[src/rtl/boot_sequencer.sv]
// Boot sequencer: walks a processor through memory reset, image load, core and
// control-unit reset, a bounded RUN window, image dump, then parks in DONE.
module boot_sequencer #(
  parameter int LOAD_CYCLES = 1,
  parameter int RUN_LIMIT   = 3334,
  parameter int CW          = 16
) (
  input  logic          CLK,
  input  logic          RESET_N,
  input  logic          start,
  input  logic          halt_req,
  output logic          im_RESET,
  output logic          dm_RESET,
  output logic          im_read_file,
  output logic          dm_read_file,
  output logic          im_write_file,
  output logic          dm_write_file,
  output logic          pc_RESET,
  output logic          rb_RESET,
  output logic          tf_RESET,
  output logic          rf_RESET,
  output logic          uc_RESET,
  output logic          run,
  output logic          done,
  output logic          timeout,
  output logic [CW-1:0] cyc_count,
  output logic [2:0]    state
);

  typedef enum logic [2:0] {
    ST_IDLE     = 3'd0,
    ST_MEM_RST  = 3'd1,
    ST_LOAD     = 3'd2,
    ST_CORE_RST = 3'd3,
    ST_UC_RST   = 3'd4,
    ST_RUN      = 3'd5,
    ST_DUMP     = 3'd6,
    ST_DONE     = 3'd7
  } state_e;

  // The watchdog counter is sized from RUN_LIMIT alone, so a narrow, saturating
  // cyc_count never shortens or lengthens the RUN window.
  localparam int             LW        = (RUN_LIMIT > 1) ? $clog2(RUN_LIMIT) : 1;
  localparam logic [LW-1:0]  LIM_LAST  = LW'(RUN_LIMIT - 1);
  localparam logic [7:0]     LOAD_LAST = 8'(LOAD_CYCLES - 1);

  state_e          state_q;
  state_e          state_d;
  logic [7:0]      load_cnt_q;
  logic [LW-1:0]   lim_cnt_q;
  logic [CW-1:0]   cyc_q;
  logic            timeout_q;
  logic            limit_hit;

  assign limit_hit = (RUN_LIMIT != 0) && (lim_cnt_q == LIM_LAST);

  // NOTE: every signal driven here gets a default before the case statement;
  // a path that leaves one unassigned would infer a latch.
  always_comb begin
    state_d = state_q;
    unique case (state_q)
      ST_IDLE:     if (start) state_d = ST_MEM_RST;
      ST_MEM_RST:  state_d = ST_LOAD;
      ST_LOAD:     if (load_cnt_q == 8'd0) state_d = ST_CORE_RST;
      ST_CORE_RST: state_d = ST_UC_RST;
      ST_UC_RST:   state_d = ST_RUN;
      ST_RUN:      if (halt_req || limit_hit) state_d = ST_DUMP;
      ST_DUMP:     state_d = ST_DONE;
      ST_DONE:     if (start) state_d = ST_MEM_RST;
      default:     state_d = ST_IDLE;
    endcase
  end

  // NOTE: state registers use non-blocking assignments so every flop samples
  // the pre-edge values of its neighbours, independent of statement order.
  always_ff @(posedge CLK or negedge RESET_N) begin
    if (!RESET_N) begin
      state_q <= ST_IDLE;
    end else begin
      state_q <= state_d;
    end
  end

  // LOAD length: preset on the MEM_RST cycle, count down to zero inside LOAD.
  always_ff @(posedge CLK or negedge RESET_N) begin
    if (!RESET_N) begin
      load_cnt_q <= 8'd0;
    end else if (state_q == ST_MEM_RST) begin
      load_cnt_q <= LOAD_LAST;
    end else if (state_q == ST_LOAD && load_cnt_q != 8'd0) begin
      load_cnt_q <= load_cnt_q - 8'd1;
    end
  end

  always_ff @(posedge CLK or negedge RESET_N) begin
    if (!RESET_N) begin
      lim_cnt_q <= '0;
    end else if (state_q == ST_UC_RST) begin
      lim_cnt_q <= '0;
    end else if (state_q == ST_RUN && RUN_LIMIT != 0 && lim_cnt_q != LIM_LAST) begin
      lim_cnt_q <= lim_cnt_q + 1'b1;
    end
  end

  // Visible cycle count: cleared on RUN entry, saturates, holds outside RUN.
  always_ff @(posedge CLK or negedge RESET_N) begin
    if (!RESET_N) begin
      cyc_q <= '0;
    end else if (state_q == ST_UC_RST) begin
      cyc_q <= '0;
    end else if (state_q == ST_RUN && cyc_q != '1) begin
      cyc_q <= cyc_q + 1'b1;
    end
  end

  // A halt sampled on the same edge as the limit wins, leaving timeout low.
  always_ff @(posedge CLK or negedge RESET_N) begin
    if (!RESET_N) begin
      timeout_q <= 1'b0;
    end else if (state_d == ST_MEM_RST) begin
      timeout_q <= 1'b0;
    end else if (state_q == ST_RUN && !halt_req && limit_hit) begin
      timeout_q <= 1'b1;
    end
  end

  always_comb begin
    im_RESET      = 1'b0;
    dm_RESET      = 1'b0;
    im_read_file  = 1'b0;
    dm_read_file  = 1'b0;
    im_write_file = 1'b0;
    dm_write_file = 1'b0;
    pc_RESET      = 1'b0;
    rb_RESET      = 1'b0;
    tf_RESET      = 1'b0;
    rf_RESET      = 1'b0;
    uc_RESET      = 1'b0;
    unique case (state_q)
      ST_MEM_RST: begin
        im_RESET = 1'b1;
        dm_RESET = 1'b1;
      end
      ST_LOAD: begin
        im_read_file = 1'b1;
        dm_read_file = 1'b1;
      end
      ST_DUMP: begin
        im_write_file = 1'b1;
        dm_write_file = 1'b1;
      end
      default: ;
    endcase
    if (state_q inside {ST_IDLE, ST_MEM_RST, ST_LOAD, ST_CORE_RST}) begin
      pc_RESET = 1'b1;
      rb_RESET = 1'b1;
      tf_RESET = 1'b1;
      rf_RESET = 1'b1;
    end
    if (state_q inside {ST_IDLE, ST_MEM_RST, ST_LOAD, ST_CORE_RST, ST_UC_RST}) begin
      uc_RESET = 1'b1;
    end
  end

  assign run       = (state_q == ST_RUN);
  assign done      = (state_q == ST_DONE);
  assign timeout   = timeout_q;
  assign cyc_count = cyc_q;
  assign state     = state_q;

endmodule

[config.mk]
export PLATFORM = sky130hd
export DESIGN_NAME = boot_sequencer
export DESIGN_NICKNAME = d
export VERILOG_FILES = /design/src/rtl/boot_sequencer.sv
export SDC_FILE = /design/constraint.sdc
export NUM_CORES = 1
export LEC_CHECK = 0
export BUFFER_PORTS_ARGS = -buffer_cell sky130_fd_sc_hd__buf_2
export CAP_MARGIN = 20
export CORE_MARGIN = 2
export CORE_UTILIZATION = 50
export DETAILED_ROUTE_END_ITERATION = 6
export PLACE_DENSITY = 0.81
export SLEW_MARGIN = 20
export SYNTH_ARGS = -nofsm -noshare
export SYNTH_HDL_FRONTEND = slang
export SYNTH_SLANG_ARGS = --single-unit
[constraint.sdc]
create_clock -name CLK -period 2.57 [get_ports CLK]
set_clock_uncertainty 0.2 [all_clocks]
set_input_delay 0.3855 -clock CLK [delete_from_list [all_inputs] [get_ports CLK]]
set_output_delay 0.3855 -clock CLK [all_outputs]
set_load 0.02 [all_outputs]
**Yosys cells after proc, flatten, opt, wreduce, memory -nomap -nowiden**

Index checks and enable logic that the tools add are counted.

- Flip-flop bits (word level): 40
- Input bits: 4
- Output and inout port bits: 33
- Logic and storage cells: 53

- Add/sub/neg operators: 3
- Equality and inequality tests: 11
- Mux-type cells: 17
- Reductions and logical operators: 17

Operators with widths:

| kind | number |
|---|---|
| $mux W16 | 2 |
| $mux W12 | 2 |
| $pmux W3 S7 | 1 |
| $add A16 B1 Y16 const B | 1 |
| $mux W8 | 2 |
| $ne A16 B16 Y1 const B | 1 |
| $add A12 B1 Y12 const B | 1 |
| $eq A12 B12 Y1 const B | 1 |
| $eq A3 B3 Y1 const B | 4 |
| $ne A12 B12 Y1 const B | 1 |
| $mux W3 | 3 |
| $logic_not A8 Y1 | 1 |
| $reduce_bool A2 Y1 | 4 |
| $reduce_bool A8 Y1 | 1 |
| $sub A8 B1 Y8 const B | 1 |
| $mux W1 | 7 |
| $eq A3 B1 Y1 const B | 2 |
| $eq A3 B2 Y1 const B | 2 |
| $logic_and A1 B1 Y1 | 5 |
| $reduce_bool A5 Y1 | 1 |
| $reduce_bool A4 Y1 | 1 |
| $logic_not A3 Y1 | 1 |
| $reduce_or A2 Y1 | 1 |
| $logic_not A1 Y1 | 1 |
| $logic_or A1 B1 Y1 | 1 |

**Longest topological paths before layout**

- Depth in word-level cells: 6
- Mapped depth: 7
- Gate-level depth less buffers: 6

**Least setup slack after synthesis**

OpenSTA, ideal clock, no wires.

- Path type: flip-flop to flip-flop
- Start: register cyc_q[1] (netlist: cyc_count[1])
- End: register cyc_q[2] (netlist: cyc_count[2])
- Setup time: 0.094 ns
- Data arrival time: 1.885 ns
- Path slack: 0.391 ns
- Stages on the path, launching flop included: 7
- Clock period less this slack: 2.179 ns
- Path through: dfrtp_1 > ha_1 > buf_2 > nand2_1 > nor4_2 > a21oi_1 > a211oi_1

- Longest elaborated chain between the ends: 3

RTL lines:

| element | line | text |
|---|---|---|
| from (decl) | 51 | `logic [CW-1:0] cyc_q;` |
| from (signal assigned) | 112 | `cyc_q <= cyc_q + 1'b1;` |
| $add A16 B1 Y16 / $ne A16 B16 Y1 (equally long branches) | 112, 111 |  |
| $mux W16 / $logic_and A1 B1 Y1 (equally long branches) | 111 | `end else if (state_q == ST_RUN && cyc_q != '1) begin` |
| $mux W16 / $reduce_bool A2 Y1 (equally long branches) | n/a |  |

Several ways; a longest one is shown, not always the timed one. The select of a mux whose other input is x is not followed.
A chain may end at the register's enable or synchronous reset.

**Final worst setup path**

- Start: register state_q[1] (netlist: state[1])
- End: output dm_RESET

- Longest elaborated chain between the ends: 2

RTL lines:

| element | line | text |
|---|---|---|
| from (decl) | 47 | `state_e state_q;` |
| from (signal assigned) | 80 | `state_q <= state_d;` |
| $eq A3 B1 Y1 | 139 | `unique case (state_q)` |
| $mux W1 | 139 |  |
| to (decl) | 13 | `output logic dm_RESET,` |

No other way between the ends.

==> results.cfg <==
[clock_network]
post_cts_resized = 0
insertion_delay_ns = 0.28
cts.path.max_buffers = 2
ctsHoldBuffers = 0
cts_sinks = 40
cts_setup_buffers = 0
cts_root_buffer = clkbuf_8
cts.htree.levels = 2
numCtsBuffers = 5
cts_tree = done
cts.clk_slew.worst_paths_ns = 0.07

[final_layout]
final_layout_size_suffix_gt1_share_pct = 20.1
num-fill-cells = 386
design_area_sq_um = 2570
register_area_sq_um = 1000
final-instance-count-excl-fill = 336
syn_to_final_growth_pct = 12.7
nNetsFinal = 292
multiInputGateArea_sq_um = 1150
antenna_cells = 0

[worst_setup_path]
path_class = register to output pin
cp_max_fo = 15
worst_ep_required_time_ns = 1.98
worstSetupEndpointType = output pin
arrival_ns = 1.64
rr_startpoint = state[1]
slowest_stage = dfrtp_1
r2r-end = cyc_count[9]
cpPeakStageDelay_ns = 0.50
cp-start-kind = register
reg2regPathDepth = 5
rrSetupSlack_ns = 0.35
crit_chain = nand2b_1 -> nand2b_1 -> inv_1 -> buf_2
path_common_cell = nand2b_1

[synthesis]
synth_area_leaders = dfrtp_1, nand2_1, a21oi_1
syn-num-nets = 258
syn_area_per_cell_sq_um = 9.11
yosys-top-cells-count = dfrtp_1, nand2_1, nor2_1, a21oi_1, o21ai_0
ys_ff_latch = 40
ys_types = 43
synth_flop_cell = dfrtp_1
synthesis.area_sq_um = 2280
yosysTopAreaCell = dfrtp_1
synth_edf_count = 0
ys_async_sr_fraction_pct = 100
yosys_warnings = 0
synthCells = 250
ys_seq_area_share_pct = 43.9
yosys.cell_count.top_type = dfrtp_1
yosysTopAreaCellShare_pct = 43.9

[grt]
grt_first_pass_wirelength_mm = 8.33
antenna_found_initial = 0
grt-ovfl-total = 0
grt_max_degree = 41
grtUsageTotal_pct = 20.3
grt_pass1_vias = 1870

[sta]
slew_headroom_pct = 41.8
period_share_pct = 86.4
tightest_slew_ns = 0.873
fin_tns_setup_ns = 0
drv_slew = 0
finalSetupViolations = 0
fmaxAchievable_mhz = 450
fin_crit_ns = 2.22
rsz0062_at_grt = no
hold_viol = 0

[hold_path]
hp-class = input port to async pin

[routing]
drc = 0
ant_nets = 0
viasPerCell = 5.96
wl_per_cell_um = 14.4
drtIter0Drc = 160
vias = 2001
routed_wl_mm = 4.85
first_pass_iters = 4

[floorplanning]
rows = 24
die_w_um = 71.5
die_h_um = 71.5
dieArea_sq_um = 5110
start_util_pct = 52.0
core-area_sq_um = 4380
ioPinCount = 37

[place]
placed_cells = 329
dp_hpwl_mm = 3.43
dpl_cell_area_sq_um = 2490
port_buffers = 36
place.gp.congestion = 0.870

[power_and_ir_drop]
vdd_drop_max_mv = 0.644
cellLeakagePower_nw = 1.16
p_per_area_nw_per_um2 = 776

[status]
status = finished, final reports clean

[job]
maxCapViolCount = 0
registers in the layout, indices dropped and copies added (netlist names):
name,count
cyc_count,16
lim_cnt_q,12
load_cnt_q,8
state,3
timeout,1
cells in the final DEF (no fill, tap or decap), types with 8 or more instances in the layout:
| cell | Yosys | final |
|---|---|---|
| dfrtp_1 | 40 | 40 |
| buf_2 | 2 | 36 |
| nand2_1 | 21 | 21 |
| nor2_1 | 16 | 16 |
| a21oi_1 | 14 | 14 |
| o21ai_0 | 13 | 13 |
| nor3_1 | 12 | 12 |
| nand4_1 | 10 | 10 |
| nand3_1 | 10 | 10 |
| inv_1 | 9 | 9 |
| o31ai_1 | 9 | 9 |
| or3_1 | 8 | 8 |
| xnor2_1 | 8 | 8 |
metal layers:
metal / share of wire [%] / wire length (um) / global-route usage [%]
met2: 45 / 2180 / 30.5
met1: 48 / 2330 / 28.4
met4: 1.1 / 51 / 8.39
met3: 6.0 / 289 / 5.06
met5: 0 / 0 / 0
stage by stage:
| step | total power [W] | util, % | hold slack (ns) | setup WS (ns) |
|---|---|---|---|---|
| 6_report | 0.00199 | 58.6 | 0.0156 | 0.349 |
| 5_1_grt | 0.00213 | 58.6 | 0.0941 | 0.220 |
| 4_1_cts | 0.00201 | 58.6 | 0.0409 | 0.329 |
| 3_5_place_dp | 0.00162 | 56.8 | 0.281 | 0.393 |
| 3_3_place_gp | 0.00160 | 56.8 | 0.280 | 0.467 |
| 2_1_floorplan | 0.00138 | - | -0.110 | 0.391 |
report_power, final:
group	leakage, nW	switching (W)	internal [W]
Clock	0.0410	0.000196	0.000184
Combinational	0.578	0.000542	0.000264
Sequential	0.545	0.000111	0.000696
worst max-delay path by stage:
stage | from | endpoint | slack, ns | depth (start not counted)
after floorplan | cyc_count[1] | cyc_count[2] | 0.39 | 6
after global placement | state[1] | cyc_count[13] | 0.47 | 4
after detailed placement | state[1] | cyc_count[9] | 0.39 | 5
after CTS | state[1] | dm_RESET | 0.33 | 4
after global routing | state[0] | im_RESET | 0.22 | 5
final | state[1] | dm_RESET | 0.35 | 4
critical path, delay by kind of cell (launching register included):
kind                   cells  cell delay [ns]
flip-flops                 1             0.50
AND/OR/NAND/NOR            2             0.45
buffers and inverters      2             0.40
cells by family after synthesis:
kind of cell,after synthesis,synth area share [%]
AOI/OAI and AO/OA,55,15.7
muxes,3,1.32
and+or+nand+nor,113,28.1
adders and majority gates,4,2.20
DFF,40,43.9
xor gates and xnor gates,9,3.46
buffers and inverters,26,5.38
layout make-up:
class | instances | area share (%)
multi-input cells | 184 | 45.0
flip-flops and latches | 40 | 39.0
repair buffers | 43 | 9.06
clock buffers | 6 | 2.83
well taps | 52 | 2.53
inverters | 10 | 1.46
clock inverters | 1 | 0.195
No activity file was read; power rests on OpenSTA's default activity.
